[src/rtl/sdhci_obi_reg_adapter.sv]
// sdhci_obi_reg_adapter: OBI subordinate front-end for the SDHCI register file.
// Turns each OBI A-channel request into one valid/ready register-bus access and
// returns the result on the R-channel, with only one transaction in flight at a time.
// Illegal addresses are answered locally with an error and never reach the register bus.
// Optional feature: define SDHCI_OBI_TIMEOUT_EN to force an error response when the
// register bus does not answer within TimeoutCycles cycles of WAIT.

package sdhci_obi_reg_adapter_pkg;
  typedef struct packed {
    logic [31:0] addr;
    logic        we;
    logic [3:0]  be;
    logic [31:0] wdata;
    logic [3:0]  aid;
  } obi_a_t;

  typedef struct packed {
    logic   req;
    obi_a_t a;
  } obi_req_t;

  typedef struct packed {
    logic [31:0] rdata;
    logic        err;
    logic [3:0]  rid;
  } obi_r_t;

  typedef struct packed {
    logic   gnt;
    logic   rvalid;
    obi_r_t r;
  } obi_rsp_t;
endpackage

module sdhci_obi_reg_adapter #(
  parameter type         obi_req_t     = sdhci_obi_reg_adapter_pkg::obi_req_t,
  parameter type         obi_rsp_t     = sdhci_obi_reg_adapter_pkg::obi_rsp_t,
  parameter int unsigned RegSpaceBytes = 256,
  parameter int unsigned TimeoutCycles = 255
) (
  input  logic        clk_i,
  input  logic        rst_ni,
  input  obi_req_t    obi_req_i,
  output obi_rsp_t    obi_rsp_o,
  output logic        reg_valid_o,
  input  logic        reg_ready_i,
  output logic [7:0]  reg_addr_o,
  output logic        reg_we_o,
  output logic [3:0]  reg_be_o,
  output logic [31:0] reg_wdata_o,
  input  logic        reg_rsp_valid_i,
  input  logic [31:0] reg_rdata_i,
  input  logic        reg_err_i
);

  localparam int AddrW = $bits(obi_req_i.a.addr);
  localparam int AidW  = $bits(obi_req_i.a.aid);

  typedef enum logic [1:0] {
    IDLE = 2'd0,
    WAIT = 2'd1,
    RESP = 2'd2
  } state_e;

  state_e            state_q, state_d;
  logic [AidW-1:0]   rid_q, rid_d;
  logic              we_q, we_d;
  logic [31:0]       rdata_q, rdata_d;
  logic              err_q, err_d;
  logic              bad_addr;
  logic              accept;

`ifdef SDHCI_OBI_TIMEOUT_EN
  localparam int CntW = $clog2(TimeoutCycles + 1);
  // Expiry is detected on the edge that would bring the count to TimeoutCycles,
  // so WAIT lasts exactly TimeoutCycles cycles.
  localparam logic [CntW-1:0] CntLast = CntW'(TimeoutCycles - 1);
  logic [CntW-1:0]   cnt_q, cnt_d;
`endif

  // Out-of-range or misaligned addresses are answered locally.
  assign bad_addr = (obi_req_i.a.addr >= AddrW'(RegSpaceBytes)) |
                    (obi_req_i.a.addr[1:0] != 2'b00);

  // Next-state, capture values and all outputs.
  always_comb begin
    state_d     = state_q;
    rid_d       = rid_q;
    we_d        = we_q;
    rdata_d     = rdata_q;
    err_d       = err_q;
`ifdef SDHCI_OBI_TIMEOUT_EN
    cnt_d       = cnt_q;
`endif
    accept      = 1'b0;
    reg_valid_o = 1'b0;
    reg_addr_o  = '0;
    reg_we_o    = 1'b0;
    reg_be_o    = '0;
    reg_wdata_o = '0;
    obi_rsp_o   = '0;

    unique case (state_q)
      IDLE: begin
        reg_valid_o   = obi_req_i.req & ~bad_addr;
        accept        = obi_req_i.req & (bad_addr | reg_ready_i);
        obi_rsp_o.gnt = accept;
        if (reg_valid_o) begin
          reg_addr_o  = obi_req_i.a.addr[7:0];
          reg_we_o    = obi_req_i.a.we;
          reg_be_o    = obi_req_i.a.be;
          reg_wdata_o = obi_req_i.a.wdata;
        end
        if (accept) begin
          rid_d = obi_req_i.a.aid;
          we_d  = obi_req_i.a.we;
          if (bad_addr) begin
            state_d = RESP;
            err_d   = 1'b1;
            rdata_d = '0;
          end else begin
            state_d = WAIT;
`ifdef SDHCI_OBI_TIMEOUT_EN
            cnt_d   = '0;
`endif
          end
        end
      end

      WAIT: begin
`ifdef SDHCI_OBI_TIMEOUT_EN
        cnt_d = cnt_q + CntW'(1);
`endif
        // A real response takes priority over a timeout on the same edge.
        if (reg_rsp_valid_i) begin
          state_d = RESP;
          rdata_d = we_q ? 32'h0 : reg_rdata_i;
          err_d   = reg_err_i;
`ifdef SDHCI_OBI_TIMEOUT_EN
        end else if (cnt_q == CntLast) begin
          state_d = RESP;
          rdata_d = '0;
          err_d   = 1'b1;
`endif
        end
      end

      RESP: begin
        obi_rsp_o.rvalid  = 1'b1;
        obi_rsp_o.r.rdata = rdata_q;
        obi_rsp_o.r.err   = err_q;
        obi_rsp_o.r.rid   = rid_q;
        state_d           = IDLE;
      end

      default: state_d = IDLE;
    endcase
  end

  // State and capture registers; reset drops any pending response.
  always_ff @(posedge clk_i or negedge rst_ni) begin
    if (!rst_ni) begin
      state_q <= IDLE;
      rid_q   <= '0;
      we_q    <= 1'b0;
      rdata_q <= '0;
      err_q   <= 1'b0;
`ifdef SDHCI_OBI_TIMEOUT_EN
      cnt_q   <= '0;
`endif
    end else begin
      state_q <= state_d;
      rid_q   <= rid_d;
      we_q    <= we_d;
      rdata_q <= rdata_d;
      err_q   <= err_d;
`ifdef SDHCI_OBI_TIMEOUT_EN
      cnt_q   <= cnt_d;
`endif
    end
  end

endmodule

[config.mk]
export PLATFORM = sky130hd
export DESIGN_NAME = sdhci_obi_reg_adapter
export DESIGN_NICKNAME = d
export VERILOG_FILES = /design/src/rtl/sdhci_obi_reg_adapter.sv
export SDC_FILE = /design/constraint.sdc
export NUM_CORES = 1
export LEC_CHECK = 0
export CAP_MARGIN = 20
export CORE_ASPECT_RATIO = 0.7
export CORE_MARGIN = 2
export CORE_UTILIZATION = 33
export CTS_CLUSTER_SIZE = 14
export DETAILED_ROUTE_END_ITERATION = 16
export GPL_TIMING_DRIVEN = 0
export PLACE_DENSITY = 0.81
export SLEW_MARGIN = 20
export SYNTH_ARGS = -nofsm -noshare
export SYNTH_HDL_FRONTEND = slang
export SYNTH_SLANG_ARGS = --single-unit
[constraint.sdc]
create_clock -name clk_i -period 1.7 [get_ports clk_i]
set_input_delay 0.255 -clock clk_i [delete_from_list [all_inputs] [get_ports clk_i]]
set_output_delay 0.255 -clock clk_i [all_outputs]
set_load 0.005 [all_outputs]
Word level (Yosys, flattened, before mapping):

Index checks and enable logic that the tools add are counted.

* register bits after elaboration: 40
* input bits: 111
* output and inout port bits: 85
* word-level logic and storage cells: 46

* magnitude comparators: 1
* equality and inequality tests: 5
* muxes and demuxes: 24
* bitwise operators: 5
* reduce and logical (&&, ||, !) cells: 6

Operators with widths (number)
* $mux 32: 6
* $pmux 32 s2: 1
* $mux 38: 1
* $ge 32x9->1 const B: 1
* $mux 8: 2
* $mux 4: 2
* $mux 1: 7
* $mux 2: 3
* $ne 2x2->1 const B: 3
* $pmux 2 s2: 1
* $reduce_and 2->1: 2
* $reduce_and 4->1: 1
* $reduce_bool 2->1: 2
* $and 1x1->1: 2
* $eq 2x1->1 const B: 1
* $eq 2x2->1 const B: 1
* $logic_not 2->1: 1
* $or 1x1->1: 2
* $pmux 1 s2: 1
* $not 1->1: 1

Depth between registers and ports, before layout:

* word-level depth: 6
* mapped depth: 6
* mapped depth without buffers: 4

Worst setup path before layout:

No wires, ideal clock.

* path type: input -> output
* start point: in obi_req_i[63] (netlist name)
* end point: out reg_addr_o[2]
* data arrival time: 1.349 ns
* data required time: 1.445 ns
* setup slack: 0.096 ns
* stages on the path: 5
* buffers on the path: 1
* path through: nor4_2 > nand4_2 > nor3b_4 > buf_2 > and2_1

* cells in the longest elaborated chain, start to end: 6

RTL lines
* start: declaration: RTL line 43 `input obi_req_t obi_req_i,`
* $ge 32x9->1: RTL line 82 `assign bad_addr = (obi_req_i.a.addr >= AddrW'(RegSpaceBytes)) |`
* $or 1x1->1: RTL line 82
* $not 1->1: RTL line 105 `reg_valid_o = obi_req_i.req & ~bad_addr;`
* $and 1x1->1: RTL line 105
* $mux 8: RTL line 108 `if (reg_valid_o) begin`
* $mux 8: RTL line 103 `unique case (state_q)`
* end: declaration: RTL line 47 `output logic [7:0] reg_addr_o,`

No other way between the ends.

Final worst setup path:

* start point: in obi_req_i[73] (netlist name)
* end point: out reg_wdata_o[22]

* cells in the longest elaborated chain, start to end: 3

RTL lines
* $and 1x1->1: RTL line 105
* $mux 32: RTL line 108
* $mux 32: RTL line 103
* end: declaration: RTL line 50 `output logic [31:0] reg_wdata_o,`

No other way between the ends.

==> metrics list <==
- In this run the power density over the cells is around 430 mW/mm².
- In this run the remaining antenna-violating nets after routing total 0.
- After legalization and detailed placement, the total HPWL measured 7.38 mm.
- The total overflow left after global routing is 0.
* Post-synthesis mux area share: about 3.1%
* TritonRoute pass-1 iters: 4
- CTS Root Cell: clkbuf_8
* Layout filler cell count: approximately 500
* WL/cell: 18.1 µm
* Maximum clock skew at final layout: approximately 0.0056 ns
- Area growth from synthesis to layout: 115%
* Worst-skew pair later-pin latency: 0.28 ns
- Clock tree from TritonCTS: built
- Minimum clock period after layout: approximately 2.2 ns
- Global placer's final weighted congestion: 0.829
* Input/output buffers: 193
- Distinct cells, synth: 27
- Cells along the critical path: clkdlybuf4s50_1, nor3b_2, nor3b_4, buf_6, buf_4, buf_6, and2_4, buf_6
* Initial Util: a little over a third
- Final setup margin: -0.490 ns
- Wire length of the first global-routing pass: 15.7 mm
- Tcrit/Tclk final: 129%
- Placed cell areas: 0.00447 mm²
* Cells after Synth: 268
- Area fraction in compound gates after synthesis: 13.0%
- STA classifies the critical path startpoint as an input port.
- At the worst endpoint, the required time is 1.44 ns.
* Share of synthesized cell area in full adder, half adder and majority cells: 0%
* Via density per instance: 4.86
- The number of antenna diodes in the final layout is 0.
- The number of max-slew violations in the final report is 0.
* Largest net degree at the start of global routing: 27
- Counting both buffers and inverters, the worst setup path holds a total of 5.
- The clock tree synthesis step divided the H-tree into 2 levels.
* Inserted Clock Buffers: 5
- Final wirelength: 10.9 mm
- Slowest cell delay on critical path: 0.52 ns
- Critical path arrival: 1.93 ns
- Share of synthesized cell area in and, or, nand and nor gates: between 30% and 40%
* All-layer global routing usage: 25.8%
- Worst Path Max Fanout: 5
- Across the run, the number of max-cap violations was 0.
- Counting along the longest clock path gives a buffer depth of 2.
- Sequential Area: 0.00100 mm²
* Xor and xnor fraction of the mapped netlist area: 0%
- Multi-input combinational cell area: between 0.001 and 0.0015 mm²
* Leading cell types in the layout, fill and taps excluded: clkdlybuf4s50_1, buf_6, and2_4, dfrtp_1
* Num ports: 196
* Top routing layer used: met4
- Final-layout setup total negative slack: -27.44 ns
- Timing would allow up to 457 MHz.
- Overall die area: 0.00798 mm²
* Number of failing hold endpoints at the final stage: 0
- Counting flops and latches in the post-synthesis netlist gives 40.
- Among cell families on the critical path, the largest total delay comes from buffers and inverters.
* FF-to-FF setup slack: -0.21 ns
- Total clock sinks: 40
* Clock transition at the registers of the reported paths: 0.08 ns
- Met2 routed wirelength: 5.63 mm
- At the placement stage, the worst setup path has a slack of -1.11 ns.
- Summed over all nets, wire length on met3 after detailed routing comes to 543 µm.
* Number of antenna violations at the first check in global routing: 0
* Core Rows: 25
* Core footprint: 0.00688 mm²
- The mapped netlist covers around 0.0024 mm².
- By area, the combinational part of the netlist is dominated by simple AND/OR/NAND/NOR gates.
- Total setup violations reported at the end of the flow: 117
* Most common cell after layout, fill and taps aside: clkdlybuf4s50_1
- Share of final-layout standard cells stronger than drive strength 1: 48.5%
- The critical path is of the in -> out type.
- Final total power: around 2.2 mW
* Final-stage net count: slightly above 600
- During synthesis, Yosys emitted a total of 0 warnings.
- The via count of the first global-routing pass came to 2932.
* Post-route cell area: 0.00516 mm²
* DRC violations left: 0
- Leakage: 2.54 nW
- For this block, the via count after detailed routing is 2923.
- Violations in the final reports: setup timing
- Setup repair after global routing missed its margin: yes
* VDD IR max: 0.369 mV
- Sequential element share of the synthesized area: 41.7%
- In this design, the critical path's most frequently occurring cell is buf_6.
- The floorplan step set the die width to 106 µm.
- The die is 75.4 µm tall.
- The flow ran to the end, but the final reports show violations.
* First DRT Iteration DRCs: 72
* DRT met1 WL: approximately 4.5 mm
* Slowest cell on crit path: clkdlybuf4s50_1
- Dividing the synthesized area by the synthesized cell count gives 8.96 µm².
* Worst-case hold slack: 0.431 ns
- Kind of end point of the critical path: primary output
- In this run the worst hold path is classified as in -> async.
## where the power goes
group	internal [mW]	leakage (nW)	switching, mW
Clock	0.361	0.0503	0.309
Combinational	0.360	1.95	0.222
Sequential	0.970	0.539	0.0111
## final cells by class
| type | count | area share, % |
|---|---|---|
| buffer | 24 | 4.12 |
| clock buffer | 7 | 1.87 |
| inverter | 32 | 2.33 |
| multi-input combinational | 171 | 27.3 |
| sequential | 40 | 19.4 |
| tap | 94 | 2.28 |
| timing repair buffer | 233 | 42.7 |
## cells in the mapped netlist (all sizes together)
| cell type | count | area share (%) |
|---|---|---|
| nand3b | 1 | 0.31 |
| o22a | 1 | 0.36 |
| a21o | 1 | 0.31 |
| dfrtp | 40 | 42 |
| nand2 | 32 | 5.0 |
| clkbuf | 15 | 2.3 |
| o32ai | 32 | 12 |
| nor3b | 3 | 1.4 |
| mux2 | 5 | 3.1 |
| o31a | 1 | 0.36 |
| o21a | 1 | 0.31 |
| nand4 | 1 | 0.52 |
| nor2 | 1 | 0.16 |
| conb | 1 | 0.16 |
| and2 | 80 | 21 |
| nor2b | 1 | 0.26 |
| inv | 32 | 5.0 |
| nand2b | 2 | 0.52 |
| nor4 | 6 | 2.7 |
| buf | 11 | 2.7 |
| nand3 | 1 | 0.21 |
## flip-flops by register name, summed over array words and instances (netlist names)
name,cells
err_q,1
rdata_q,32
rid_q,4
state_q,2
we_q,1
## what timing repair did
item,4_1_cts,5_1_grt
pin swaps,51,23
gates resized for setup,454,140
buffers inserted,23,13
endpoints found under the hold margin,14,0
cloned,6,0
setup endpoints to repair,118,119
hold buffers,1,0
## final timing paths
| kind | start | to | depth (start not counted) |
|---|---|---|---|
| setup / recovery | obi_req_i[73] | reg_wdata_o[22] | 8 |
| hold / removal | rst_ni | rdata_q[12] | 2 |
| setup reg to reg | state_q[1] | rid_q[1] | 7 |
| hold reg to reg | rid_q[0] | rid_q[0] | 1 |
| max in group asynchronous | rst_ni | rdata_q[18] | 3 |
| min in group clk_i | rid_q[0] | rid_q[0] | 1 |
## metal layers
metal	global-route usage [%]	up-vias
li1	-	1359
met1	32.3	1437
met2	46.4	105
met3	5.22	22
met4	7.89	0
met5	0	-
## per-stage QoR
stage	instances	utilization (%)
CTS	592	72.3
finish	601	75.0
floorplan	269	-
detailed placement	557	64.9
global route	601	75.0
global placement	556	64.7
## cells by family (layout without fill, tap and decap cells)
kind of cell | count (synthesis) | in the layout
AOI/OAI and AO/OA | 36 | 36
buffers and inverters | 58 | 296
DFF | 40 | 40
muxes | 5 | 5
other | 1 | 2
and+or+nand+nor | 128 | 128
(Power assumes the default switching activity.)
